`src/rtl/uart_tx_sched_pkg.sv`:
```
// Shared types and constants for the UART transmit scheduler.
// Latency: n/a (package only).
// Backpressure: n/a (package only).
package uart_sched_pkg;

  typedef enum logic [2:0] {
    ST_IDLE      = 3'd0,
    ST_WAIT_DATA = 3'd1,
    ST_POLL_RD   = 3'd2,
    ST_POLL_CHK  = 3'd3,
    ST_WRITE     = 3'd4,
    ST_HOLD      = 3'd5
  } state_e;

  // Avalon-MM register map of the UART core
  localparam logic [3:0] UART_ADDR_TXD  = 4'd0;
  localparam logic [3:0] UART_ADDR_STAT = 4'd1;
  // Status register bit meaning "transmit holding register free"
  localparam int         STAT_READY_BIT = 0;

endpackage

```
`src/rtl/uart_tx_sched_rr_arbiter.sv`:
```
// Round-robin pick of one requester, searching upward from last_i+1 with wrap.
// Latency: combinational.  Backpressure: none; caller decides when to use gnt_o.
// Ports: req_i request vector, last_i index of previous owner, gnt_o one-hot (zero if no request).
module rr_arbiter #(
  parameter int N_REQ = 4,
  parameter int IDXW  = $clog2(N_REQ)
) (
  input  logic [N_REQ-1:0] req_i,
  input  logic [IDXW-1:0]  last_i,
  output logic [N_REQ-1:0] gnt_o
);

  localparam logic [N_REQ-1:0] ONE = N_REQ'(1);

  logic [N_REQ-1:0] mask;
  logic [N_REQ-1:0] req_hi;
  logic [N_REQ-1:0] pick;

  // Requests above the last owner win first; otherwise wrap to the lowest index.
  always_comb begin
    mask = '0;
    for (int i = 0; i < N_REQ; i++) begin
      mask[i] = (i > int'(last_i));
    end
    req_hi = req_i & mask;
    pick   = (req_hi != '0) ? req_hi : req_i;
    // isolate lowest set bit
    gnt_o  = pick & (~pick + ONE);
  end

endmodule

```
`src/rtl/uart_tx_sched.sv`:
```
// Shares one Avalon-MM UART transmitter between N_REQ byte streams, packet-atomic round robin.
// Latency: per byte one status read + one write + HOLD_CYC idle cycles; grant one cycle after valid.
// Backpressure: req_ready_o strobes once per accepted byte; requesters hold valid/data until then.
// Ports: clk_i/arst_n_i; req_valid_i/req_data_i/req_last_i/req_ready_o per requester;
//   grant_o one-hot owner; avm_* master to the UART core; stall_err_o timeout pulse; busy_o.
// HOLD_CYC must be at least 1.
module uart_tx_sched
  import uart_sched_pkg::*;
#(
  parameter int N_REQ     = 4,
  parameter int HOLD_CYC  = 2,
  parameter int STALL_MAX = 1024
) (
  input  logic               clk_i,
  input  logic               arst_n_i,
  input  logic [N_REQ-1:0]   req_valid_i,
  input  logic [8*N_REQ-1:0] req_data_i,
  input  logic [N_REQ-1:0]   req_last_i,
  output logic [N_REQ-1:0]   req_ready_o,
  output logic [N_REQ-1:0]   grant_o,
  output logic [3:0]         avm_address_o,
  output logic               avm_read_o,
  output logic               avm_write_o,
  output logic [7:0]         avm_writedata_o,
  input  logic [7:0]         avm_readdata_i,
  output logic               stall_err_o,
  output logic               busy_o
);

  localparam int IDXW = $clog2(N_REQ);
  localparam int SCW  = $clog2(STALL_MAX + 1);
  localparam int HCW  = (HOLD_CYC > 1) ? $clog2(HOLD_CYC) : 1;

  state_e           state_q;
  logic [N_REQ-1:0] grant_q;
  logic [IDXW-1:0]  last_q;
  logic [SCW-1:0]   stall_cnt_q;
  logic [HCW-1:0]   hold_cnt_q;
  logic             last_byte_q;
  logic             rd_q;
  logic             wr_q;
  logic [3:0]       addr_q;
  logic [7:0]       wdata_q;
  logic [N_REQ-1:0] ready_q;
  logic             stall_err_q;

  logic [N_REQ-1:0] arb_gnt;
  logic [IDXW-1:0]  grant_idx;
  logic [7:0]       gnt_dat;
  logic             gnt_vld;
  logic             gnt_last;
  logic [SCW-1:0]   stall_cnt_inc;
  logic             unused_rdata;

  rr_arbiter #(.N_REQ(N_REQ), .IDXW(IDXW)) u_arb (
    .req_i  (req_valid_i),
    .last_i (last_q),
    .gnt_o  (arb_gnt)
  );

  // Owner's index and byte-stream signals, selected by the one-hot grant.
  always_comb begin
    grant_idx = '0;
    gnt_dat   = '0;
    for (int i = 0; i < N_REQ; i++) begin
      if (grant_q[i]) begin
        grant_idx = IDXW'(i);
        gnt_dat   = req_data_i[8*i +: 8];
      end
    end
  end

  assign gnt_vld       = |(req_valid_i & grant_q);
  assign gnt_last      = |(req_last_i & grant_q);
  assign stall_cnt_inc = stall_cnt_q + SCW'(1);
  // only the ready bit of the status register matters
  assign unused_rdata  = ^avm_readdata_i;

  always_ff @(posedge clk_i or negedge arst_n_i) begin
    if (!arst_n_i) begin
      state_q     <= ST_IDLE;
      grant_q     <= '0;
      last_q      <= IDXW'(N_REQ - 1);
      stall_cnt_q <= '0;
      hold_cnt_q  <= '0;
      last_byte_q <= 1'b0;
      rd_q        <= 1'b0;
      wr_q        <= 1'b0;
      addr_q      <= UART_ADDR_TXD;
      wdata_q     <= '0;
      ready_q     <= '0;
      stall_err_q <= 1'b0;
    end else begin
      // Bus strobes and pulses last a single cycle unless re-armed below.
      rd_q        <= 1'b0;
      wr_q        <= 1'b0;
      addr_q      <= UART_ADDR_TXD;
      wdata_q     <= '0;
      ready_q     <= '0;
      stall_err_q <= 1'b0;

      unique case (state_q)
        ST_IDLE: begin
          if (|req_valid_i) begin
            grant_q     <= arb_gnt;
            stall_cnt_q <= '0;
            state_q     <= ST_WAIT_DATA;
          end
        end
        ST_WAIT_DATA: begin
          if (gnt_vld) begin
            rd_q    <= 1'b1;
            addr_q  <= UART_ADDR_STAT;
            state_q <= ST_POLL_RD;
          end else if (stall_cnt_inc == SCW'(STALL_MAX)) begin
            stall_err_q <= 1'b1;
            grant_q     <= '0;
            last_q      <= grant_idx;
            stall_cnt_q <= '0;
            state_q     <= ST_IDLE;
          end else begin
            stall_cnt_q <= stall_cnt_inc;
          end
        end
        ST_POLL_RD: begin
          // read is on the bus this cycle; a withdrawn byte abandons the poll
          state_q <= gnt_vld ? ST_POLL_CHK : ST_WAIT_DATA;
        end
        ST_POLL_CHK: begin
          if (!gnt_vld) begin
            state_q <= ST_WAIT_DATA;
          end else if (avm_readdata_i[STAT_READY_BIT]) begin
            wr_q        <= 1'b1;
            addr_q      <= UART_ADDR_TXD;
            wdata_q     <= gnt_dat;
            ready_q     <= grant_q;
            last_byte_q <= gnt_last;
            state_q     <= ST_WRITE;
          end else begin
            rd_q    <= 1'b1;
            addr_q  <= UART_ADDR_STAT;
            state_q <= ST_POLL_RD;
          end
        end
        ST_WRITE: begin
          stall_cnt_q <= '0;
          hold_cnt_q  <= '0;
          state_q     <= ST_HOLD;
        end
        ST_HOLD: begin
          if (hold_cnt_q == HCW'(HOLD_CYC - 1)) begin
            if (last_byte_q) begin
              grant_q <= '0;
              last_q  <= grant_idx;
              state_q <= ST_IDLE;
            end else begin
              state_q <= ST_WAIT_DATA;
            end
          end else begin
            hold_cnt_q <= hold_cnt_q + HCW'(1);
          end
        end
        default: state_q <= ST_IDLE;
      endcase
    end
  end

  assign grant_o         = grant_q;
  assign req_ready_o     = ready_q;
  assign avm_read_o      = rd_q;
  assign avm_write_o     = wr_q;
  assign avm_address_o   = addr_q;
  assign avm_writedata_o = wdata_q;
  assign stall_err_o     = stall_err_q;
  assign busy_o          = (state_q != ST_IDLE);

endmodule

```
`config.mk`:
```
export PLATFORM = sky130hd
export DESIGN_NAME = uart_tx_sched
export DESIGN_NICKNAME = d
export VERILOG_FILES = /design/src/rtl/uart_tx_sched_pkg.sv /design/src/rtl/uart_tx_sched_rr_arbiter.sv /design/src/rtl/uart_tx_sched.sv
export SDC_FILE = /design/constraint.sdc
export NUM_CORES = 1
export LEC_CHECK = 0
export BUFFER_PORTS_ARGS = -buffer_cell sky130_fd_sc_hd__buf_2
export CORE_MARGIN = 1
export CORE_UTILIZATION = 45
export DETAILED_ROUTE_END_ITERATION = 10
export MAX_ROUTING_LAYER = met4
export PLACE_DENSITY = 0.81
export SLEW_MARGIN = 20
export SYNTH_ARGS = -nofsm -noshare
export SYNTH_HDL_FRONTEND = slang
export SYNTH_SLANG_ARGS = --single-unit
```
`constraint.sdc`:
```
create_clock -name clk_i -period 1.7 [get_ports clk_i]
set_input_delay 0.17 -clock clk_i [delete_from_list [all_inputs] [get_ports clk_i]]
set_output_delay 0.17 -clock clk_i [all_outputs]
set_load 0.01 [all_outputs]
```
==> reports/qor.txt <==
Power per cell area: 1526 mW/mm2
Synth top area cells: dfrtp_1 (43%), a22oi_1 (3.7%), o21ai_0 (3.4%)
Startpoint types: flip-flop
Syn Inst Count: 219
Hold Crit Class: in -> reg
Seq cells post-synth: 37
Vias: 2256
Core Region: 0.004354 mm2
Diode count: 0
Status: finished, violations left
Sw Pwr: 0.001935 W
Top Layer Used: met4
Crit path max fanout: 5
Unrepaired setup endpoints after global routing: yes
WP data arrival: 2.09 ns
Metal-1 WL: 2561 um
Fin. Hold Viols: 0
Met2 wire length: 3337 um
Pin count of the biggest net entering global routing: 19
Worst hold slack: 0.07728 ns
IO Pins: 74
Global placement routability congestion: 0.8799
Worst Path Required: 1.92 ns
DR pass1 iterations: 4
Share of post-route cells with drive strength above 1: 0.4701
Vias in the first global route: 2240
Port Buf Inserts: 63
Met3 Wirelength: 370 um
Final wirelength: 6434 um
Comb pwr share: 0.579
Drt initial violations: 126
Min Tclk post-route: 1.872 ns
Post-synthesis sequential area ratio: 0.4530
Async SR Flop Fraction: 1.000
Worst Reg2Reg Path Length in Cells: 6
Total power: 0.004667 W
Core Rows: 24
Total grt overflow: 0
Cts bufs inserted: 5
Leading area contributor after synthesis: dfrtp_1
CTS tree: yes
Least-Margin Pin Slew: 0.6299 ns
Post-Syn Area: 0.002049 mm2
Clock Path Buffers: 2
Failing checks: negative setup slack
WL/cell: 16.67 um
Placed cell areas: 0.002729 mm2
Final Net Count: 384
Final setup viols: 10
Hold depth: 2
CP Class: reg -> reg
H-tree Lvls: 2
Skew-Pair Late Insertion Delay: 0.30 ns
Fmax: 0.5343 GHz
Initial Utilization: 0.4707
Clock Skew: 0.007953 ns
Final slew viol count: 0
Tcrit/Tclk final: 1.101
Die Wd: 69.49 um
Post-route ant nets: 0
Clock power frac: 0.168
VDD IR max: 0.8362 mV
Via density: 5.845
Fillers: 306
Sw Ratio: 0.4147
Internal: 0.002732 W
Final worst slack: -0.1717 ns
Ys Warns: 0
Syn-to-layout area delta: 49.21%
P_leak: 1.486 nW
Avg Synthesized Cell Area: 9.358 um2
Top FF cell, synth: dfrtp_1
Post-DP HPWL: 4195 um
Final Cell Area: 0.003058 mm2
Die Y: 69.49 um
Antenna violations before repair: 0
Worst-path clk slew: 0.08 ns
Clock Sinks: 37
First-pass GRT wire length: 10250 um
Clock root buffer: clkbuf_8
Worst slew margin: 0.5742
Distinct cells, synth: 53
CP Capture Type: flip-flop
Max Cap Viol: 0
Sequential share of power: 0.253
Most common cell after layout, fill and taps aside: buf_2
Gr usage total: 0.2719
Top-area cell type share of the netlist area: 0.4274
Post-synth EDFFs: 0
Setup total negative slack: -0.9236 ns
Die area: 0.004828 mm2
DRC: 0
Most frequent cells in the layout: buf_2 (63), buf_4 (45), dfrtp_1 (31)
==> power groups by stage <==
| stage | clock, W | sequential [W] | combinational [W] |
|---|---|---|---|
| finish | 0.000784 | 0.00118 | 0.00270 |
| global route | 0.000834 | 0.00119 | 0.00290 |
| CTS | 0.000794 | 0.00116 | 0.00236 |
| detailed placement | 0 | 0.00117 | 0.00222 |
| global placement | 0 | 0.00116 | 0.00215 |
| floorplan | 0 | 0.00122 | 0.00124 |
==> repair_timing <==
action	4_1_cts	5_1_grt
setup buffers	4	6
hold buffers	1	0
endpoints found under the setup margin	12	17
pin swaps	9	18
gates resized for setup	12	25
endpoints found under the hold margin	12	0
==> per-layer routing <==
layer / vias up / GRT usage
li1: 1065 / -
met1: 1072 / 0.3223
met2: 100 / 0.4488
met3: 19 / 0.04506
met5: - / -
met4: 0 / 0.1338
==> stage by stage <==
step / util / worst slack, ns / std cells
floorplan: - / -0.02709 / 221
global placement: 0.6267 / -0.07255 / 370
detailed placement: 0.6267 / -0.09550 / 370
CTS: 0.6779 / -0.04964 / 383
global route: 0.7023 / -0.2485 / 386
finish: 0.7023 / -0.1717 / 386
==> path summary, 6_finish.rpt <==
check	startpoint	endpoint	slack (ns)
max reg2reg	stall_cnt_q[7]$_DFFE_PN0P_	last_q[0]$_DFFE_PN1P_	-0.17
min reg2reg	stall_cnt_q[8]$_DFFE_PN0P_	stall_cnt_q[8]$_DFFE_PN0P_	0.52
max in group asynchronous	arst_n_i	stall_cnt_q[1]$_DFFE_PN0P_	0.79
max	stall_cnt_q[7]$_DFFE_PN0P_	last_q[0]$_DFFE_PN1P_	-0.17
min in group asynchronous	arst_n_i	avm_writedata_o[7]$_DFF_PN0_	0.32
min	avm_readdata_i[0]	avm_address_o[0]$_DFF_PN0_	0.08
==> registers in the layout, indices dropped and copies added (netlist names) <==
name and cells:
avm_writedata_o 8, grant_o 4, stall_cnt_q 11, avm_address_o 1
last_byte_q 1, avm_write_o 1, state_q 3, stall_err_o 1
last_q 2, req_ready_o 4, hold_cnt_q 1
==> final cells by class <==
type / count / area (um2) / area share
clock buffers: 5 / 68.82 / 0.02250
clock inverters: 3 / 46.29 / 0.01514
inverters: 8 / 30.03 / 0.009820
multi-input cells: 166 / 1184 / 0.3871
flip-flops and latches: 37 / 933.4 / 0.3052
well taps: 52 / 65.06 / 0.02128
repair buffers: 115 / 730.7 / 0.2390
==> cell families after synthesis <==
family                     Yosys count  share of synthesized area
DFF                                 37                     0.4530
adders and majority gates            1                   0.006104
xor gates and xnor gates             2                   0.008549
and+or+nand+nor                     82                     0.2192
buffers and inverters               18                    0.04151
other                                1                   0.001830
AOI/OAI and AO/OA                   76                     0.2589
muxes                                2                    0.01099
==> synthesized netlist by cell type (3+ instances only) <==
library cell	n
nand2b_1	3
a22o_1	3
or3_1	3
a211oi_1	8
clkbuf_1	4
inv_1	7
a31oi_1	5
nor4_1	5
nand3_1	13
a22oi_1	10
o21ai_0	14
buf_4	4
a21oi_1	9
nor3_1	4
dfrtp_1	35
o22ai_1	9
nor2_1	15
a21o_1	5
nand4_1	3
or4_1	3
nand2_1	18
==> critical path, stage by stage (launching register included) <==
cell and delay [ns]:
dfrtp_1 0.45, nor4b_1 0.60, a32oi_2 0.14, buf_4 0.20
buf_6 0.11, o211ai_1 0.19, nand3_1 0.12
Power figures use the tool's default switching activity.
